## src/rtl/sephirot_rf_pkg.sv

```systemverilog
// Shared definitions for the sephirot register file: log2 helpers, FSM encoding
// and the default geometry that the LVT and the bank read datapath agree on.
package sephirot_rf_pkg;

    localparam int MEMD_DEF  = 16;
    localparam int DATAW_DEF = 64;

    typedef enum logic {
        CLEAR = 1'b0,
        RUN   = 1'b1
    } rf_state_e;

    function automatic int rf_log2(input int n);
        int r;
        r = 0;
        while ((1 << r) < n) r++;
        return r;
    endfunction

    // Index widths never collapse to zero bits, even for a single port.
    function automatic int rf_log2_min1(input int n);
        int r;
        r = rf_log2(n);
        return (r < 1) ? 1 : r;
    endfunction

endpackage

```

## src/rtl/rf_bank_ram.sv

```systemverilog
// Single-write, single-read synchronous RAM with registered output and
// old-data read-during-write behaviour on a shared address.
module rf_bank_ram
    import sephirot_rf_pkg::*;
#(
    parameter int MEMD  = MEMD_DEF,
    parameter int DATAW = DATAW_DEF
) (
    input  logic                      clk,
    input  logic                      we,
    input  logic [rf_log2(MEMD)-1:0]  waddr,
    input  logic [DATAW-1:0]          wdata,
    input  logic [rf_log2(MEMD)-1:0]  raddr,
    output logic [DATAW-1:0]          rdata
);

    logic [DATAW-1:0] mem [MEMD];

    // The read samples mem before this edge's write lands: old-data semantics.
    always_ff @(posedge clk) begin
        if (we) begin
            mem[waddr] <= wdata;
        end
        rdata <= mem[raddr];
    end

endmodule

```

## src/rtl/lvt_bank_read.sv

```systemverilog
// Read-side datapath of the LVT multi-ported register file plus the post-reset
// clear sequencer. Define SEPHIROT_LVT_BYPASS_EN for new-data write-to-read bypass.
module lvt_bank_read
    import sephirot_rf_pkg::*;
#(
    parameter int MEMD    = MEMD_DEF,
    parameter int DATAW   = DATAW_DEF,
    parameter int nRPORTS = 2,
    parameter int nWPORTS = 2
) (
    input  logic                                     clk,
    input  logic                                     rst,
    input  logic [nWPORTS-1:0]                       WEnb,
    input  logic [rf_log2(MEMD)*nWPORTS-1:0]         WAddr,
    input  logic [DATAW*nWPORTS-1:0]                 WData,
    input  logic [rf_log2(MEMD)*nRPORTS-1:0]         RAddr,
    input  logic [rf_log2_min1(nWPORTS)*nRPORTS-1:0] RBank,
    output logic [nWPORTS-1:0]                       LvtWEnb,
    output logic [rf_log2(MEMD)*nWPORTS-1:0]         LvtWAddr,
    output logic [DATAW*nRPORTS-1:0]                 RData,
    output logic [nRPORTS-1:0]                       RValid,
    output logic                                     Busy
);

    localparam int ADDRW  = rf_log2(MEMD);
    localparam int LVTW   = rf_log2_min1(nWPORTS);
    localparam int NBANKS = nWPORTS * nRPORTS;

    rf_state_e          state_q, state_d;
    logic [ADDRW-1:0]   cnt_q;
    logic               cnt_last;

    logic [nWPORTS-1:0]       bank_we;
    logic [ADDRW*nWPORTS-1:0] bank_waddr;
    logic [DATAW*nWPORTS-1:0] bank_wdata;
    logic [DATAW*NBANKS-1:0]  bank_q_p1;

    logic [nRPORTS-1:0] vld_p1;
    logic [DATAW-1:0]   rd_sel;
    logic [LVTW-1:0]    rd_bank;

    assign cnt_last = (cnt_q == ADDRW'(MEMD - 1));
    assign Busy     = (state_q == CLEAR);
    assign RValid   = vld_p1;

    always_ff @(posedge clk or posedge rst) begin
        if (rst) begin
            state_q <= CLEAR;
            cnt_q   <= '0;
        end else begin
            state_q <= state_d;
            if (state_q == CLEAR) begin
                cnt_q <= cnt_last ? '0 : cnt_q + 1'b1;
            end
        end
    end

    always_comb begin
        state_d = state_q;
        case (state_q)
            CLEAR:   if (cnt_last) state_d = RUN;
            RUN:     state_d = RUN;
            default: state_d = CLEAR;
        endcase
    end

    // Clear sweep owns every bank and LVT port 0; in RUN the lanes pass straight through.
    always_comb begin
        bank_we    = '0;
        bank_waddr = '0;
        bank_wdata = '0;
        LvtWEnb    = '0;
        LvtWAddr   = '0;
        if (state_q == CLEAR) begin
            bank_we = '1;
            for (int w = 0; w < nWPORTS; w++) begin
                bank_waddr[w*ADDRW +: ADDRW] = cnt_q;
            end
            LvtWEnb[0]          = !rst;
            LvtWAddr[ADDRW-1:0] = cnt_q;
        end else begin
            bank_we    = WEnb;
            bank_waddr = WAddr;
            bank_wdata = WData;
            LvtWEnb    = WEnb;
            LvtWAddr   = WAddr;
        end
    end

    // p0 -> p1: bank (w, r) sits at flat index w*nRPORTS + r
    for (genvar gw = 0; gw < nWPORTS; gw++) begin : g_wport
        for (genvar gr = 0; gr < nRPORTS; gr++) begin : g_rport
            rf_bank_ram #(
                .MEMD  (MEMD),
                .DATAW (DATAW)
            ) u_bank (
                .clk   (clk),
                .we    (bank_we[gw]),
                .waddr (bank_waddr[gw*ADDRW +: ADDRW]),
                .wdata (bank_wdata[gw*DATAW +: DATAW]),
                .raddr (RAddr[gr*ADDRW +: ADDRW]),
                .rdata (bank_q_p1[(gw*nRPORTS + gr)*DATAW +: DATAW])
            );
        end
    end

    always_ff @(posedge clk or posedge rst) begin
        if (rst) begin
            vld_p1 <= '0;
        end else begin
            vld_p1 <= {nRPORTS{state_q == RUN}};
        end
    end

`ifdef SEPHIROT_LVT_BYPASS_EN
    logic [nRPORTS-1:0]       byp_hit_p0, byp_hit_p1;
    logic [DATAW*nRPORTS-1:0] byp_data_p0, byp_data_p1;

    // Ascending scan so the highest-index matching write port wins.
    always_comb begin
        byp_hit_p0  = '0;
        byp_data_p0 = '0;
        for (int r = 0; r < nRPORTS; r++) begin
            for (int w = 0; w < nWPORTS; w++) begin
                if ((state_q == RUN) && WEnb[w] &&
                    (WAddr[w*ADDRW +: ADDRW] == RAddr[r*ADDRW +: ADDRW])) begin
                    byp_hit_p0[r]                  = 1'b1;
                    byp_data_p0[r*DATAW +: DATAW] = WData[w*DATAW +: DATAW];
                end
            end
        end
    end

    always_ff @(posedge clk or posedge rst) begin
        if (rst) begin
            byp_hit_p1 <= '0;
        end else begin
            byp_hit_p1 <= byp_hit_p0;
        end
    end

    always_ff @(posedge clk) begin
        byp_data_p1 <= byp_data_p0;
    end
`endif

    // p1 output: out-of-range bank indices fall back to bank 0; gated by valid.
    always_comb begin
        RData   = '0;
        rd_sel  = '0;
        rd_bank = '0;
        for (int r = 0; r < nRPORTS; r++) begin
            rd_bank = RBank[r*LVTW +: LVTW];
            rd_sel  = bank_q_p1[r*DATAW +: DATAW];
            for (int w = 0; w < nWPORTS; w++) begin
                if (rd_bank == LVTW'(w)) begin
                    rd_sel = bank_q_p1[(w*nRPORTS + r)*DATAW +: DATAW];
                end
            end
`ifdef SEPHIROT_LVT_BYPASS_EN
            if (byp_hit_p1[r]) begin
                rd_sel = byp_data_p1[r*DATAW +: DATAW];
            end
`endif
            if (vld_p1[r]) begin
                RData[r*DATAW +: DATAW] = rd_sel;
            end
        end
    end

endmodule

```

## config.mk

```make
export PLATFORM = sky130hd
export DESIGN_NAME = lvt_bank_read
export DESIGN_NICKNAME = d
export VERILOG_FILES = /design/src/rtl/sephirot_rf_pkg.sv /design/src/rtl/rf_bank_ram.sv /design/src/rtl/lvt_bank_read.sv
export SDC_FILE = /design/constraint.sdc
export NUM_CORES = 2
export LEC_CHECK = 0
export CORE_UTILIZATION = 55
export CTS_CLUSTER_DIAMETER = 120
export DETAILED_ROUTE_END_ITERATION = 6
export PLACE_DENSITY = 0.78
export SLEW_MARGIN = 10
export SYNTH_ARGS = -nofsm -noshare
export SYNTH_HDL_FRONTEND = slang
export SYNTH_SLANG_ARGS = --single-unit
```

## constraint.sdc

```tcl
create_clock -name clk -period 16.2 [get_ports clk]
set_input_delay 4.05 -clock clk [delete_from_list [all_inputs] [get_ports clk]]
set_output_delay 4.05 -clock clk [all_outputs]
set_load 0.01 [all_outputs]
```

## Word-level counts from Yosys, hierarchy flattened

Memory sizes are Yosys's and may differ from the RTL's. A register that Yosys moved wholly into a read port is not among the register bits.
Cells that the tools add are included.

| word-level totals | value |
|---|---|
| logic and storage cells | 29 |
| memory bits (writable) | 4,096 |
| input bits | 150 |
| output and inout port bits | 141 |
| flip-flop bits (word level) | 6 |
| memories | 4 |

Memory list:

| memory | words | width | read ports | clocked after memory_dff | wr ports | line | text |
|---|---|---|---|---|---|---|---|
| g_wport[0].g_rport[0].u_bank.mem | 16 | 64 | 1 | 1 | 1 | rf_bank_ram.sv:17 | `logic [DATAW-1:0] mem [MEMD];` |
| g_wport[0].g_rport[1].u_bank.mem | 16 | 64 | 1 | 1 | 1 | rf_bank_ram.sv:17 |  |
| g_wport[1].g_rport[0].u_bank.mem | 16 | 64 | 1 | 1 | 1 | rf_bank_ram.sv:17 |  |
| g_wport[1].g_rport[1].u_bank.mem | 16 | 64 | 1 | 1 | 1 | rf_bank_ram.sv:17 |  |

| cells by class | value |
|---|---|
| bitwise operators | 1 |
| equal/unequal tests | 1 |
| mux-type cells | 18 |
| reductions and logical operators | 1 |
| add/subtract/negate cells | 1 |

Operator list:

| kind | count |
|---|---|
| $mux W64 | 4 |
| $mux W128 | 1 |
| $mux W4 | 3 |
| $mux W8 | 1 |
| $mux W1 | 7 |
| $add A4 B1 Y4 const B | 1 |
| $eq A4 B4 Y1 const B | 1 |
| $mux W2 | 1 |
| $pmux W1 S2 | 1 |
| $logic_not A1 Y1 | 1 |
| $not A1 Y1 | 1 |

## Longest topological paths before layout

| depth | value |
|---|---|
| word-level depth | 3 |
| gate-level depth with buffers | 9 |
| gate-level depth less buffers | 5 |

## Modules after synthesis

From an unflattened synthesis, not the netlist that was laid out.

| unflattened totals | value |
|---|---|
| cell total of the unflattened synthesis | 7,067 |
| area, all modules | 161,970.3 um2 |

By module, submodules not included:

| module | times used | seq. area each (um2) | cells each | area an instance (um2) |
|---|---|---|---|---|
| rf_bank_ram at g_wport[0].g_rport[0].u_bank ... | 3 | 32,030.7 | 1,647 | 39,581.7 |
| rf_bank_ram at g_wport[0].g_rport[1].u_bank | 1 | 32,030.7 | 1,647 | 39,583.0 |
| lvt_bank_read | 1 | 150.1 | 479 | 3,642.2 |

## Worst setup path after synthesis

No wires, ideal clock.

| timing | value |
|---|---|
| kind | input to register |
| from | in WAddr[6] |
| to | mem g_wport[1].g_rport[0].u_bank.mem[12][0] in the netlist's numbering, enable pin |
| arrival time | 8.911 ns |
| stages | 4 |
| slack | 6.724 ns |
| data required time | 15.635 ns |
| library setup time | 0.565 ns |
| path buffers | 0 |
| cells stage by stage | inv_1 > nor2_1 > a31oi_1 > nor3_1 |

| between the ends | value |
|---|---|
| word-level cells in the longest chain between the ends | 1 |

RTL lines:

| what | line | text |
|---|---|---|
| start, declared | lvt_bank_read.sv:14 | `input logic [rf_log2(MEMD)*nWPORTS-1:0] WAddr,` |
| $mux W8 | lvt_bank_read.sv:74 | `if (state_q == CLEAR) begin` |
| end, declared | rf_bank_ram.sv:17 |  |

Every way passes these cells.

## Final worst setup path

| timing | value |
|---|---|
| from | in RBank[1] |
| to | out RData[81] |

| between the ends | value |
|---|---|
| word-level cells in the longest chain between the ends | 2 |

RTL lines:

| what | line | text |
|---|---|---|
| start, declared | lvt_bank_read.sv:17 | `input logic [rf_log2_min1(nWPORTS)*nRPORTS-1:0] RBank,` |
| $mux W64 | lvt_bank_read.sv:156 | `if (rd_bank == LVTW'(w)) begin` |
| $mux W64 | lvt_bank_read.sv:165 | `if (vld_p1[r]) begin` |
| end, declared | lvt_bank_read.sv:20 | `output logic [DATAW*nRPORTS-1:0] RData,` |

Every way passes these cells.

==> metrics.txt <==
Setup Skew=between 30 and 40 ps; register bit total from synthesis=between 2,000 and 2,500; crit path time final=slightly above 10,000 ps; clock buffer count from CTS=about 220; Max FO, Critical Path=37; syn nets=between 4,000 and 5,000; die height=approximately 430 um; Max VDD drop=~120 uV; fill count=between 10,000 and 15,000; Layout area overhead=12.4%; Longest Clk Path Bufs=3; critical path launch point type=input pin; Largest delay share family, worst path=buffers and inverters; Fin. Hold Viols=0; CP peak stage delay=roughly 700 ps; Initial Util=0.554; IO Pins=slightly below 300; GRT Util Overall=0.317; Avg Vias per Cell=7.03; Worst-Margin Slew=~1300 ps; top_reg_cell synth=edfxtp_1; DRT Pass-1 Iters=6; Worst EP arrival=around 6300 ps; layout cell share with drive strength beyond 1=0.317; Buf/Inv on CP=3; initial antenna violation count=38; Post-synth ARST share=0.00260; Yosys warning total=0; pin count of the biggest net entering global routing=131; clock latency on the worst-skew pair=around 900 ps; I/O Buffers=290; Placement Rows=157; DP Wirelength=between 150 and 200 mm; syn avg cell area=21.3 um^2; PostCTS Resize Cnt=0; TritonCTS clock tree=done; Net count, final=5,154; Syn Std Cell Area=0.101 mm^2; DIE AREA=approximately 0.19 mm^2; Post-Route Utilization=0.623; P per Cell Area=around 110 mW/mm^2; Post-Route WL=roughly 290 mm; DRC violation total after the first TritonRoute iteration=about 7,100; Post-Synthesis Cells=4,763; status=complete, no violations; sequential area share after synthesis=0.659; cell with the most instances after synthesis=edfxtp_1; setup violators final=0; Final GP Congestion=0.876; RSZ-0062 raised after global routing=no; fmax=between 90 and 100 MHz; Leak=approximately 36 nW; Crit Path Class=in -> out; Synth top cells by count=edfxtp_1 (2,048), mux4_2 (1,161), dfxtp_1 (256), mux2i_1 (256), nor2b_1 (209); Antenna Nets Post-Route=0; core outline area=0.183 mm^2; Sink Count=2,310; Post-CTS Hold Buffers=0; Crit path top cell by count=buf_4; max_slew headroom=0.140; vias=54,000; Required @ worst endpoint=12,150 ps; vias in the first global route=around 55,000; GRT Residual Overflow=0; max_cap viols=0; Yosys cell types=37; Hold WC Path Type=reg -> reg; CTS root buffer=clkbuf_16; Slew Viols, Final=0; H-tree depth=4; DRC viols=0; Die Wd=roughly 430 um; Pwr Total=around 13 mW; Synth area leaders=edfxtp_1 (61%), mux4_2 (26%), dfxtp_1 (5.1%); Post CTS Setup Buffer Count=0; wire per inst=37.9 um; clock-pin slew on the worst setup and hold paths=60 ps; period utilization=0.637; TNS Setup=0 ps; top cell type's share of synthesized area=0.607; first-pass GRT wire length=~410 mm; Setup crit end kind=primary output; CP cell instances=buf_4 > buf_4 > mux2i_1 > nor2b_1 > clkdlybuf4s50_1; number of synthesized flops with an enable pin=roughly 2,000; biggest area consumer among synthesized cells=edfxtp_1; highest-delay cell along the critical path=buf_4
final timing paths:
kind	from	to	slack [ps]	depth (start not counted)
max in group asynchronous	rst	state_q	12500	2
hold / removal	cnt_q[2]	cnt_q[2]	590	1
hold reg to reg	cnt_q[2]	cnt_q[2]	590	1
setup reg to reg	state_q	g_wport[0].g_rport[1].u_bank.mem[8][1]	11850	5
min in group asynchronous	rst	RValid[0]	3430	2
setup / recovery	RBank[1]	RData[81]	5870	5
power breakdown:
part	switching, mW	leakage, nW	internal [mW]
combinational	0.568	11.9	0.473
sequential	0.136	20.7	6.58
clock	2.22	3.57	2.94
total	2.93	36.2	9.99
cell families (layout without fill, tap and decap cells):
logic type / after synthesis / count (layout) / synth area share
flip-flops: 2310 / 2310 / 0.659
multiplexers: 1419 / 1419 / 0.283
AND/OR/NAND/NOR: 430 / 430 / 0.0245
buffers and inverters: 373 / 808 / 0.0183
AO/OA/AOI/OAI: 229 / 229 / 0.0150
adder cells (fa/ha/maj): 1 / 1 / 0.000123
XOR/XNOR: 1 / 1 / 0.0000864
other: 0 / 22 / 0
state kept, by name (all words and copies together), names as in the netlist:
signal                        flops
state_q                           1
RValid                            1
cnt_q                             4
g_wport.g_rport.u_bank.mem     2048
g_wport.g_rport.u_bank.rdata    256
layout make-up:
| cell class | count | area [um^2] | area share |
|---|---|---|---|
| Sequential cell | 2310 | 66800 | 0.586 |
| Multi-Input combinational cell | 2080 | 33000 | 0.289 |
| Clock buffer | 311 | 6080 | 0.0534 |
| Timing Repair Buffer | 386 | 3780 | 0.0331 |
| Tap cell | 2464 | 3080 | 0.0270 |
| Clock inverter | 102 | 1170 | 0.0103 |
| Antenna cell | 22 | 55.1 | 0.000483 |
| Inverter | 9 | 41.3 | 0.000362 |
through the flow:
step,std cells,setup slack (ps),cell area (um^2),hold slack [ps]
2_1_floorplan,4763,6720,101000,403
3_3_place_gp,7249,6000,107000,547
3_5_place_dp,7249,5920,107000,570
4_1_cts,7662,5920,114000,583
5_1_grt,7677,5830,114000,621
6_report,7684,5870,114000,587
worst reg2reg max path: stages, from the launching register on:
cell	delay, ps
dfrtp_4	880
nand2b_1	290
and2_1	210
nand2_1	500
nor2_4	1090
buf_4	920
cell usage in the layout, fill, tap and decap left out, drive strengths merged, types with 6 or more instances in the layout:
cell type	count
mux2i	256
dfxtp	256
nor2b	209
diode	22
a21oi	93
nor2	40
and2	132
mux4	1161
clkinv	67
dfrtp	6
o22ai	13
nand2	40
edfxtp	2048
buf	106
clkbuf	311
a31oi	8
clkdlybuf4s50	280
inv	19
a211oi	80
o221ai	26
bufinv	20
routing by layer:
layer | GRT usage | wire length (um) | part of all wire | up-vias
met5 | 0 | 177 | 0.00061 | -
met4 | 0.215 | 22400 | 0.077 | 26
met3 | 0.0735 | 33600 | 0.12 | 634
met2 | 0.477 | 135000 | 0.46 | 3734
met1 | 0.416 | 100000 | 0.34 | 28682
li1 | - | - | - | 20924
(Power assumes the default switching activity.)
